==> src/rtl/bus_xfer_controller.sv <==
// bus_xfer_controller: block mover between ROM, RAM, switch buffer and LED latch on the lab bus.
// Ports:
//   clk, n_reset        rising-edge clock, asynchronous active-low reset
//   start, func, len    request pulse, transfer function, word count minus one (sampled in IDLE)
//   src_addr, dst_addr  source start address (ROM or RAM), RAM destination start address
//   ready               (XFER_WAIT_EN builds only) DRIVE holds until ready is high
//   ROMO, RAMO, SWBEN   source output enables onto the bus
//   RAMW, LEDLTCH       destination write strobes
//   rom_addr, ram_addr  current memory addresses, auto-incremented per word
//   busy, done          transfer in progress / final-cycle pulse
// Optional feature: define XFER_WAIT_EN to add the ready handshake on DRIVE.
module bus_xfer_controller #(
    parameter int ADDR_W = 4,
    parameter int LEN_W  = 4
) (
    input  logic              clk,
    input  logic              n_reset,
    input  logic              start,
    input  logic [2:0]        func,
    input  logic [LEN_W-1:0]  len,
    input  logic [ADDR_W-1:0] src_addr,
    input  logic [ADDR_W-1:0] dst_addr,
`ifdef XFER_WAIT_EN
    input  logic              ready,
`endif
    output logic              ROMO,
    output logic              RAMO,
    output logic              SWBEN,
    output logic              RAMW,
    output logic              LEDLTCH,
    output logic [ADDR_W-1:0] rom_addr,
    output logic [ADDR_W-1:0] ram_addr,
    output logic              busy,
    output logic              done
);
    typedef enum logic [1:0] {IDLE, DRIVE, WRITE, DONE} state_t;

    state_t            state_q, state_d;
    logic [2:0]        func_q, func_d;
    logic [LEN_W-1:0]  count_q, count_d;
    logic [ADDR_W-1:0] rom_q, rom_d;
    logic [ADDR_W-1:0] ram_q, ram_d;
    logic              drive_go;
    logic              src_on, rom_src, ram_src, sw_src, ram_dst, led_dst;

`ifdef XFER_WAIT_EN
    assign drive_go = ready;
`else
    assign drive_go = 1'b1;
`endif

    // Source/destination decode from the latched function only, so outputs stay Moore.
    assign rom_src = func_q inside {3'd0, 3'd4, 3'd6};
    assign ram_src = func_q inside {3'd1, 3'd7};
    assign sw_src  = func_q inside {3'd2, 3'd3, 3'd5};
    assign ram_dst = func_q inside {3'd3, 3'd4};
    assign led_dst = func_q inside {3'd5, 3'd6, 3'd7};
    assign src_on  = (state_q == DRIVE) || (state_q == WRITE);

    assign ROMO     = src_on && rom_src;
    assign RAMO     = src_on && ram_src;
    assign SWBEN    = src_on && sw_src;
    assign RAMW     = (state_q == WRITE) && ram_dst;
    assign LEDLTCH  = (state_q == WRITE) && led_dst;
    assign busy     = state_q != IDLE;
    assign done     = state_q == DONE;
    assign rom_addr = rom_q;
    assign ram_addr = ram_q;

    always_comb begin
        state_d = state_q;
        func_d  = func_q;
        count_d = count_q;
        rom_d   = rom_q;
        ram_d   = ram_q;
        case (state_q)
            IDLE: if (start) begin
                state_d = DRIVE;
                func_d  = func;
                count_d = len;
                rom_d   = src_addr;
                // RAM pointer is loaded only by functions that touch RAM.
                if (func == 3'd3 || func == 3'd4) ram_d = dst_addr;
                else if (func == 3'd1 || func == 3'd7) ram_d = src_addr;
            end
            DRIVE: state_d = drive_go ? WRITE : DRIVE;
            WRITE: if (count_q == '0) begin
                state_d = DONE;
            end else begin
                state_d = DRIVE;
                count_d = count_q - LEN_W'(1);
                rom_d   = rom_src ? rom_q + ADDR_W'(1) : rom_q;
                ram_d   = (ram_src || ram_dst) ? ram_q + ADDR_W'(1) : ram_q;
            end
            default: state_d = IDLE;
        endcase
    end

    always_ff @(posedge clk or negedge n_reset) begin
        if (!n_reset) begin
            state_q <= IDLE;
            func_q  <= '0;
            count_q <= '0;
            rom_q   <= '0;
            ram_q   <= '0;
        end else begin
            state_q <= state_d;
            func_q  <= func_d;
            count_q <= count_d;
            rom_q   <= rom_d;
            ram_q   <= ram_d;
        end
    end
endmodule
==> config.mk <==
export PLATFORM = sky130hd
export DESIGN_NAME = bus_xfer_controller
export DESIGN_NICKNAME = d
export VERILOG_FILES = /design/src/rtl/bus_xfer_controller.sv
export SDC_FILE = /design/constraint.sdc
export NUM_CORES = 1
export LEC_CHECK = 0
export BUFFER_PORTS_ARGS = -buffer_cell sky130_fd_sc_hd__buf_4
export CAP_MARGIN = 25
export CORE_AREA = 3 3 53 55
export CTS_BUF_LIST = sky130_fd_sc_hd__clkbuf_4 sky130_fd_sc_hd__clkbuf_8
export CTS_CLUSTER_SIZE = 30
export DETAILED_ROUTE_END_ITERATION = 10
export DIE_AREA = 0 0 56 58
export PLACE_DENSITY_LB_ADDON = 0.1
export SYNTH_ARGS = -nofsm -noshare
export SYNTH_HDL_FRONTEND = slang
export SYNTH_SLANG_ARGS = --single-unit
==> constraint.sdc <==
create_clock -name clk -period 3 [get_ports clk]
set_input_delay 0.6 -clock clk [delete_from_list [all_inputs] [get_ports clk]]
set_output_delay 0.6 -clock clk [all_outputs]
set_load 0.005 [all_outputs]
==> results of run 1 <==
layout make-up:
cell class / instances / area [µm²] / area share (%)
Multi-Input combinational cell: 108 / 788 / 50.3
Inverter: 11 / 41.3 / 2.63
Timing Repair Buffer: 33 / 248 / 15.8
Clock inverter: 1 / 5.00 / 0.319
Tap cell: 30 / 37.5 / 2.39
Sequential cell: 17 / 425 / 27.1
Clock buffer: 3 / 22.5 / 1.44
flip-flops by register name, indices dropped and copies added, names as in the netlist:
signal,cells
ram_addr,4
state_q,2
count_q,4
func_q,3
rom_addr,4
cells in the final DEF, fill, tap and decap left out, types with 2 or more instances in the layout:
master and count:
mux2i_1 11, o21ai_0 7, inv_1 11, or2_2 2, nor3_1 2, a2111oi_0 4
a32oi_1 2, mux2_2 3, nand3_1 2, buf_4 33, nand2_1 10, nor2b_1 7
ha_1 7, nor3b_1 4, a21oi_1 7, a31oi_1 5, nand2b_1 3, a22o_1 2
clkbuf_4 3, or2b_1 2, nor2_1 7, or3_2 3, dfrtp_1 17
logic make-up (layout without fill, tap and decap cells):
kind of cell | after synthesis | count (layout) | share of synthesized area (%)
xor+xnor | 1 | 1 | 0.680
flops | 17 | 17 | 33.0
simple gates | 49 | 49 | 22.3
compound gates | 37 | 37 | 20.2
mux | 14 | 14 | 11.2
fa+ha+maj | 7 | 7 | 6.80
buf+inv | 18 | 48 | 5.83
power breakdown:
part | leakage [µW] | switching [µW] | internal [µW]
Combinational | 0.000510 | 455 | 475
Clock | 0.0000177 | 76.4 | 49.5
Sequential | 0.000200 | 130 | 347
worst max-delay path, delay by kind of cell, from the launching register on:
| kind | cells | cell delay, ns |
|---|---|---|
| AOI/OAI and AO/OA | 1 | 0.35 |
| adders and majority gates | 1 | 0.41 |
| buffers and inverters | 1 | 0.12 |
| DFF | 1 | 0.42 |
| muxes | 1 | 0.24 |
| and+or+nand+nor | 2 | 0.82 |
routing by layer:
metal	routed length (µm)	GRT usage, %	vias to the layer above	share of wire (%)
met5	0	0	-	0
met4	55	8.14	0	1.9
met3	131	2.90	8	4.5
met2	1290	30.2	36	45
met1	1410	25.4	534	49
li1	-	-	581	-
through the flow:
step           util (%)  total power, µW  instance area, µm²
2_1_floorplan         -             1110                1290
3_3_place_gp       63.3             1370                1540
3_5_place_dp       63.3             1410                1540
4_1_cts            64.5             1540                1570
5_1_grt            64.5             1680                1570
6_report           64.5             1530                1570
worst paths after layout:
kind                                             start                       to  slack [ns]  cells after the start
worst min-delay path                           n_reset   state_q[1]$_DFFE_PN0P_        0.15                      1
worst min register to register  count_q[0]$_DFFE_PN0P_   count_q[0]$_DFFE_PN0P_        0.52                      2
max in group asynchronous                      n_reset  ram_addr[3]$_DFFE_PN0P_        2.65                      1
worst max-delay path            state_q[0]$_DFFE_PN0P_  ram_addr[3]$_DFFE_PN0P_        0.53                      6
worst max register to register  state_q[0]$_DFFE_PN0P_  ram_addr[3]$_DFFE_PN0P_        0.53                      6
min in group clk                count_q[0]$_DFFE_PN0P_   count_q[0]$_DFFE_PN0P_        0.52                      2
==> flow_summary.yaml, run 1 <==
pwr:
  powerDensity_nw_per_um2: 977
  vdd_drop_max_uv: 559
  p_leak_uw: 0.000728
hold_path:
  hold_path.class: "in2async"
grt:
  grt_use_total_pct: 18.8
  grt_overflow: 0
  antenna_found_initial: 0
  grt_pass1_vias: 1071
  grt_pass1_wl_um: 4860
  grt_max_degree: 23
routing:
  finalWirelength_um: 2890
  drt_iter0_markers: 24
  vias: 1159
  route.detailed.wl_per_inst_um: 14.2
  ant_nets: 0
  viasPerCell: 5.71
  drt_first_pass_iters: 4
  drc: 0
logic_synthesis:
  synth_nets: 168
  avgSynthCellArea_um2: 9.01
  yosysTopAreaCell: "dfrtp_1"
  synth-seq-cells: 17
  synth_most_common_cell: "dfrtp_1"
  yosysSeqAreaShare_pct: 33.0
  netlist.area_leader.share_pct: 33.0
  yosys-top-cells-count: "dfrtp_1, inv_1, mux2i_1, nand2_1"
  synth_edf_count: 0
  async_flop_share_pct: 100
  synth.area.top_cells: "dfrtp_1, mux2i_1, ha_1, nor2b_1, inv_1"
  synthFlopType: "dfrtp_1"
  syn_area_um2: 1290
  synthDistinctLibCells: 42
  synth_warnings: 0
  synth_cells: 143
sta:
  fin_setup_tns_ns: 0
  final.setup_skew_ns: 0.00219
  worst_slew_pin_slew_ns: 0.650
  setup_ws_ns: 0.526
  fmax_mhz: 404
  fin_crit_sh_pct: 82.5
  slew_viol_final: 0
  hold_slack_ns: 0.152
  final_hold_viol_count: 0
  rsz0062_at_grt: "false"
  slew_headroom_pct: 56.5
  setup_viol: 0
  finalCriticalPeriod_ns: 2.47
floorplanning:
  rows: 18
  core-area_um2: 2430
  dieWidth_um: 56
  die_h_um: 58
  die_area_um2: 3250
  start_util_pct: 53.0
  floorplan.io_pins: 33
place:
  port_buffers: 32
  dp.cells: 199
  place_ws_ns: 0.568
  place_hpwl_um: 2260
  gp_congestion: 0.809
clock_tree:
  path_clk_slew_ns: 0.11
  insertion_delay_ns: 0.29
  cts-htree-levels: 1
  root_buffer: "clkbuf_4"
  cts_max_path_buffers: 2
  cts_setup_buffers: 0
  ctsResizeCount: 0
  cts_buffers: 3
  clkSinkCount: 17
  cts_hold_buf: 0
  cts_tree: "built"
critical_path:
  cp_max_fo: 10
  crit_arrival_ns: 2.66
  slowest_delay_ns: 0.45
  required_ns: 3.18
  cp_cell_sequence: "inv_1, ha_1, mux2i_1, or2_0, or3_4, a221o_1"
  start_kind: "register"
  endpoint_kind: "register"
  crit_type: "reg2reg"
  crit_slowest_cell: "or3_4"
cells_and_area:
  syn2layout_area_growth_pct: 21.7
  fin_cells: 203
  fill_cells: 208
  finalNetCount: 199
  antennaDiodeCount: 0
  drive_above_1_share_pct: 28.3
status:
  status: "finished clean"
job:
  cap_violations: 0
No activity file was read; power rests on OpenSTA's default activity.
==> run 2: changes to the inputs <==
ABC_AREA = 1   (was unset)
CORE_AREA = 3 3 55 57   (was 3 3 53 55)
DIE_AREA = 0 0 58 60   (was 0 0 56 58)
clock period = 2.1 ns   (was 3 ns; I/O delays follow)
==> flow_summary.yaml, run 2 <==
status:
  status: "finished clean"
logic_synthesis:
  synth_compound_area_share_pct: 11.3
  yosys-top-cells-count: "nand2_1, inv_1, dfrtp_1, nand3_1, o21ai_0"
  synth_most_common_cell: "nand2_1"
  synthFlopType: "dfrtp_1"
  synth.area.top_cells: "dfrtp_1, nand2_1, inv_1, ha_1, nand3_1"
  synth_top_family_by_area: "simple AND/OR/NAND/NOR gates"
  yosysSeqAreaShare_pct: 34.2
  syn_area_um2: 1240
  post_synth_fa_ha_maj_area_fraction_pct: 7.05
  yosysTopAreaCell: "dfrtp_1"
  synth_mux_area_share_pct: 0
  async_flop_share_pct: 100
  synthDistinctLibCells: 24
  synth-simple-area-share_pct: 35.5
  avgSynthCellArea_um2: 7.02
  synth_edf_count: 0
  synth_nets: 202
  synth_xor_xnor_area_share_pct: 1.41
  netlist.area_leader.share_pct: 34.2
  synth_cells: 177
  synth-seq-cells: 17
  synth_warnings: 0
pwr:
  vdd_drop_max_uv: 818
  powerDensity_nw_per_um2: 1480
  p_leak_uw: 0.000869
  totalPowerFinal_uw: 2290
routing:
  viasPerCell: 4.98
  ant_nets: 0
  route.detailed.wl_per_inst_um: 11.5
  drc: 0
  finalWirelength_um: 2800
  drt_iter0_markers: 49
  drt_first_pass_iters: 4
  vias: 1211
sta:
  setup_viol: 0
  final_hold_viol_count: 0
  finalCriticalPeriod_ns: 1.97
  final.setup_skew_ns: 0.0113
  fmax_mhz: 507
  worst_slew_pin_slew_ns: 0.269
  fin_setup_tns_ns: 0
  slew_viol_final: 0
  fin_crit_sh_pct: 93.9
  rsz0062_at_grt: "false"
  slew_headroom_pct: 82.1
clock_tree:
  cts_tree: "built"
  insertion_delay_ns: 0.29
  clkSinkCount: 17
  cts_buffers: 3
  path_clk_slew_ns: 0.11
  cts_setup_buffers: 0
  cts_max_path_buffers: 2
  root_buffer: "clkbuf_4"
  cts-htree-levels: 1
cells_and_area:
  antennaDiodeCount: 0
  drive_above_1_share_pct: 25.4
  syn2layout_area_growth_pct: 25.0
  finalNetCount: 239
  final_cell_mix: "nand2_1, buf_4, inv_1"
  layout_commonest_cell: "nand2_1"
critical_path:
  slowest_delay_ns: 0.39
  start_kind: "register"
  cp_cell_sequence: "inv_1, ha_1, inv_2, a211oi_1, buf_4"
  required_ns: 1.68
  critPathBufInv: 3
  crit_type: "reg2out"
  crit_slowest_cell: "dfrtp_1"
  cp_top_family: "flip-flops"
  crit_arrival_ns: 1.55
  endpoint_kind: "output pin"
  cp_max_fo: 10
floorplanning:
  rows: 18
  floorplan.io_pins: 33
  dieWidth_um: 58
  start_util_pct: 49.3
  die_area_um2: 3480
  die_h_um: 60
  core-area_um2: 2520
grt:
  grt_max_degree: 18
  grt_overflow: 0
  antenna_found_initial: 0
  grt_use_total_pct: 17.8
  grt_pass1_wl_um: 4740
  grt_pass1_vias: 1138
job:
  cap_violations: 0
place:
  place_hpwl_um: 2240
  port_buffers: 32
  gp_congestion: 0.836
hold_path:
  hold_path.class: "in2reg"
-- run 2: per-layer routing --
layer	up-vias	share of wire, %	wire, µm	GRT usage, %
met4	0	1.8	50	8.61
met3	6	4.0	113	1.94
met1	543	45	1260	21.8
met5	-	0	0	0
met2	33	49	1380	31.1
li1	629	-	-	-
-- run 2: layout make-up --
class	instances	area, µm²
flip-flops and latches	17	425
well taps	30	37.5
clock inverters	1	5.00
multi-input cells	129	687
inverters	28	110
fillers	245	970
clock buffers	3	22.5
repair buffers	35	265
-- run 2: timing repair --
action	in CTS	in global routing
endpoints found under the setup margin	0	1
hold buffers	1	0
resized for setup	0	1
hold endpoints to repair	17	0
-- run 2: per-stage QoR --
stage	std cells	cell area [µm²]	hold slack [ns]	worst slack [ns]	utilization, %
2_1_floorplan	177	1240	0.124	0.426	-
3_3_place_gp	238	1520	0.303	0.427	60.1
3_5_place_dp	238	1520	0.304	0.380	60.1
4_1_cts	243	1550	0.360	0.0373	61.6
5_1_grt	243	1550	0.354	0.0140	61.6
6_report	243	1550	0.373	0.129	61.6
-- run 2: kinds of logic after synthesis --
logic type | Yosys count
flops | 17
xor+xnor | 2
fa+ha+maj | 7
buf+inv | 31
simple gates | 95
compound gates | 25
-- run 2: path summary, 6_finish.rpt --
path / to / slack [ns] / cells past startpoint / from
setup / recovery: LEDLTCH / 0.13 / 5 / state_q[0]$_DFFE_PN0P_
hold / removal: rom_addr[0]$_DFFE_PN0P_ / 0.37 / 3 / src_addr[0]
setup reg to reg: ram_addr[2]$_DFFE_PN0P_ / 0.37 / 10 / state_q[0]$_DFFE_PN0P_
hold reg to reg: count_q[3]$_DFFE_PN0P_ / 0.53 / 2 / count_q[3]$_DFFE_PN0P_
max in group asynchronous: func_q[0]$_DFFE_PN0P_ / 1.38 / 2 / n_reset
min in group asynchronous: count_q[1]$_DFFE_PN0P_ / 0.52 / 2 / n_reset
-- run 2: worst register-to-register path, stage by stage (launching register included) --
cell and delay [ns]:
dfrtp_1 0.39, inv_1 0.13, ha_1 0.24, buf_4 0.23, nor2_2 0.08, nor2_4 0.12, nand2_4 0.09, inv_6 0.10
nand3_2 0.12, nand2_1 0.09, nand2_1 0.05
-- run 2: power breakdown --
part / switching [µW] / total [µW] / internal (µW)
logic: 853 / 1470 / 619
registers: 144 / 643 / 499
clock network: 107 / 178 / 70.8
==> run 3: changes to the inputs <==
CAP_MARGIN = unset   (was 25)
SETUP_SLACK_MARGIN = 0.4   (was unset)
==> flow_summary.yaml, run 3 (synthesized netlist as in run 2, its figures left out) <==
status:
  status: "finished clean"
place:
  place_hpwl_um: 2240
  port_buffers: 32
  dp.cells: 238
  gp_congestion: 0.836
  place_ws_ns: 0.380
hold_path:
  hold_path.class: "in2reg"
routing:
  routed-wl-met3_um: 100
  route.detailed.wl_per_inst_um: 11.9
  drt_iter0_markers: 36
  wl_met2_um: 1560
  drt_first_pass_iters: 7
  vias: 1241
  topRoutingLayerUsed: "met4"
  viasPerCell: 4.92
  drc: 0
  wl_met1_um: 1310
  finalWirelength_um: 3000
  ant_nets: 0
floorplanning:
  rows: 18
  core-area_um2: 2520
  dieWidth_um: 58
  start_util_pct: 49.3
  die_h_um: 60
  die_area_um2: 3480
  floorplan.io_pins: 33
cells_and_area:
  syn2layout_area_growth_pct: 35.3
  final_cell_mix: "nand2_1, buf_4, inv_1"
  multiInputGateArea_um2: 732
  drive_above_1_share_pct: 34.2
  final_util_pct: 66.7
  layout_commonest_cell: "nand2_1"
  fill_cells: 228
  antennaDiodeCount: 0
  fin_cells: 252
  finalNetCount: 248
  seq_area_um2: 427
critical_path:
  cp_cell_sequence: "inv_2, ha_4, inv_4, a21oi_2, buf_4"
  slowest_delay_ns: 0.42
  required_ns: 1.68
  crit_slowest_cell: "dfrtp_2"
  crit_type: "reg2out"
  crit_arrival_ns: 1.32
  cp_max_fo: 3
  start_kind: "register"
  endpoint_kind: "output pin"
grt:
  grt_use_total_pct: 18.7
  grt_pass1_vias: 1201
  grt_max_degree: 18
  antenna_found_initial: 0
  grt_pass1_wl_um: 4960
  grt_overflow: 0
sta:
  final.setup_skew_ns: 0.0110
  slew_viol_final: 0
  slew_headroom_pct: 80.4
  finalCriticalPeriod_ns: 1.74
  worst_slew_pin_slew_ns: 0.294
  fin_crit_sh_pct: 82.9
  rsz0062_at_grt: "true"
  hold_slack_ns: 0.371
  setup_viol: 0
  fmax_mhz: 574
  fin_setup_tns_ns: 0
  setup_ws_ns: 0.358
  final_hold_viol_count: 0
clock_tree:
  cts_buffers: 3
  cts_max_path_buffers: 2
  clkSinkCount: 17
  path_clk_slew_ns: 0.11
  cts-htree-levels: 1
  insertion_delay_ns: 0.30
  cts_tree: "built"
  root_buffer: "clkbuf_4"
pwr:
  powerDensity_nw_per_um2: 1540
  vdd_drop_max_uv: 937
  p_leak_uw: 0.000912
job:
  cap_violations: 0
[run 3: path summary, 6_finish.rpt]
check	from	end	slack, ns	cells after the start
setup / recovery	state_q[1]$_DFFE_PN0P_	SWBEN	0.36	5
max in group asynchronous	n_reset	state_q[1]$_DFFE_PN0P_	1.36	2
min in group asynchronous	n_reset	count_q[1]$_DFFE_PN0P_	0.52	2
setup reg to reg	state_q[0]$_DFFE_PN0P_	ram_addr[0]$_DFFE_PN0P_	0.44	12
hold / removal	src_addr[0]	rom_addr[0]$_DFFE_PN0P_	0.37	3
hold reg to reg	count_q[3]$_DFFE_PN0P_	count_q[3]$_DFFE_PN0P_	0.53	2
[run 3: worst max-delay path: cells and delay by family, from the launching register on]
kind	cells	cell delay, ns
buf+inv	3	0.23
compound gates	1	0.11
fa+ha+maj	1	0.27
flops	1	0.42
[run 3: routing by layer]
metal  vias up  global-route usage, %
met2        23                   33.9
met4         0                   8.61
met5         -                      0
met3         4                   1.94
met1       565                   22.0
li1        649                      -
[run 3: cell type report]
| class | count | area share [%] |
|---|---|---|
| clock buffer | 3 | 1.34 |
| clock inverter | 1 | 0.298 |
| inverter | 28 | 6.99 |
| multi-input combinational | 129 | 43.5 |
| sequential | 17 | 25.4 |
| tap | 30 | 2.23 |
| timing repair buffer | 44 | 20.2 |
[run 3: where the power goes]
| part | internal, µW | leakage (µW) | total, µW | switching, µW |
|---|---|---|---|---|
| registers | 500 | 0.000207 | 654 | 154 |
| clock network | 70.9 | 0.0000177 | 180 | 109 |
| logic | 792 | 0.000688 | 1750 | 959 |
[run 3: per-stage QoR]
step                      power [µW]  cell area (µm²)
after floorplan                 1650             1240
after global placement          2070             1520
after detailed placement        2120             1520
after CTS                       2480             1640
after global routing            2850             1680
final                           2590             1680
[run 3: timing repair]
item / 4_1_cts / 5_1_grt
hold buffers: 1 / 0
endpoints found under the setup margin: 12 / 17
pin swaps: 5 / 2
setup buffers: 5 / 4
resized for setup: 13 / 9
endpoints found under the hold margin: 17 / 0
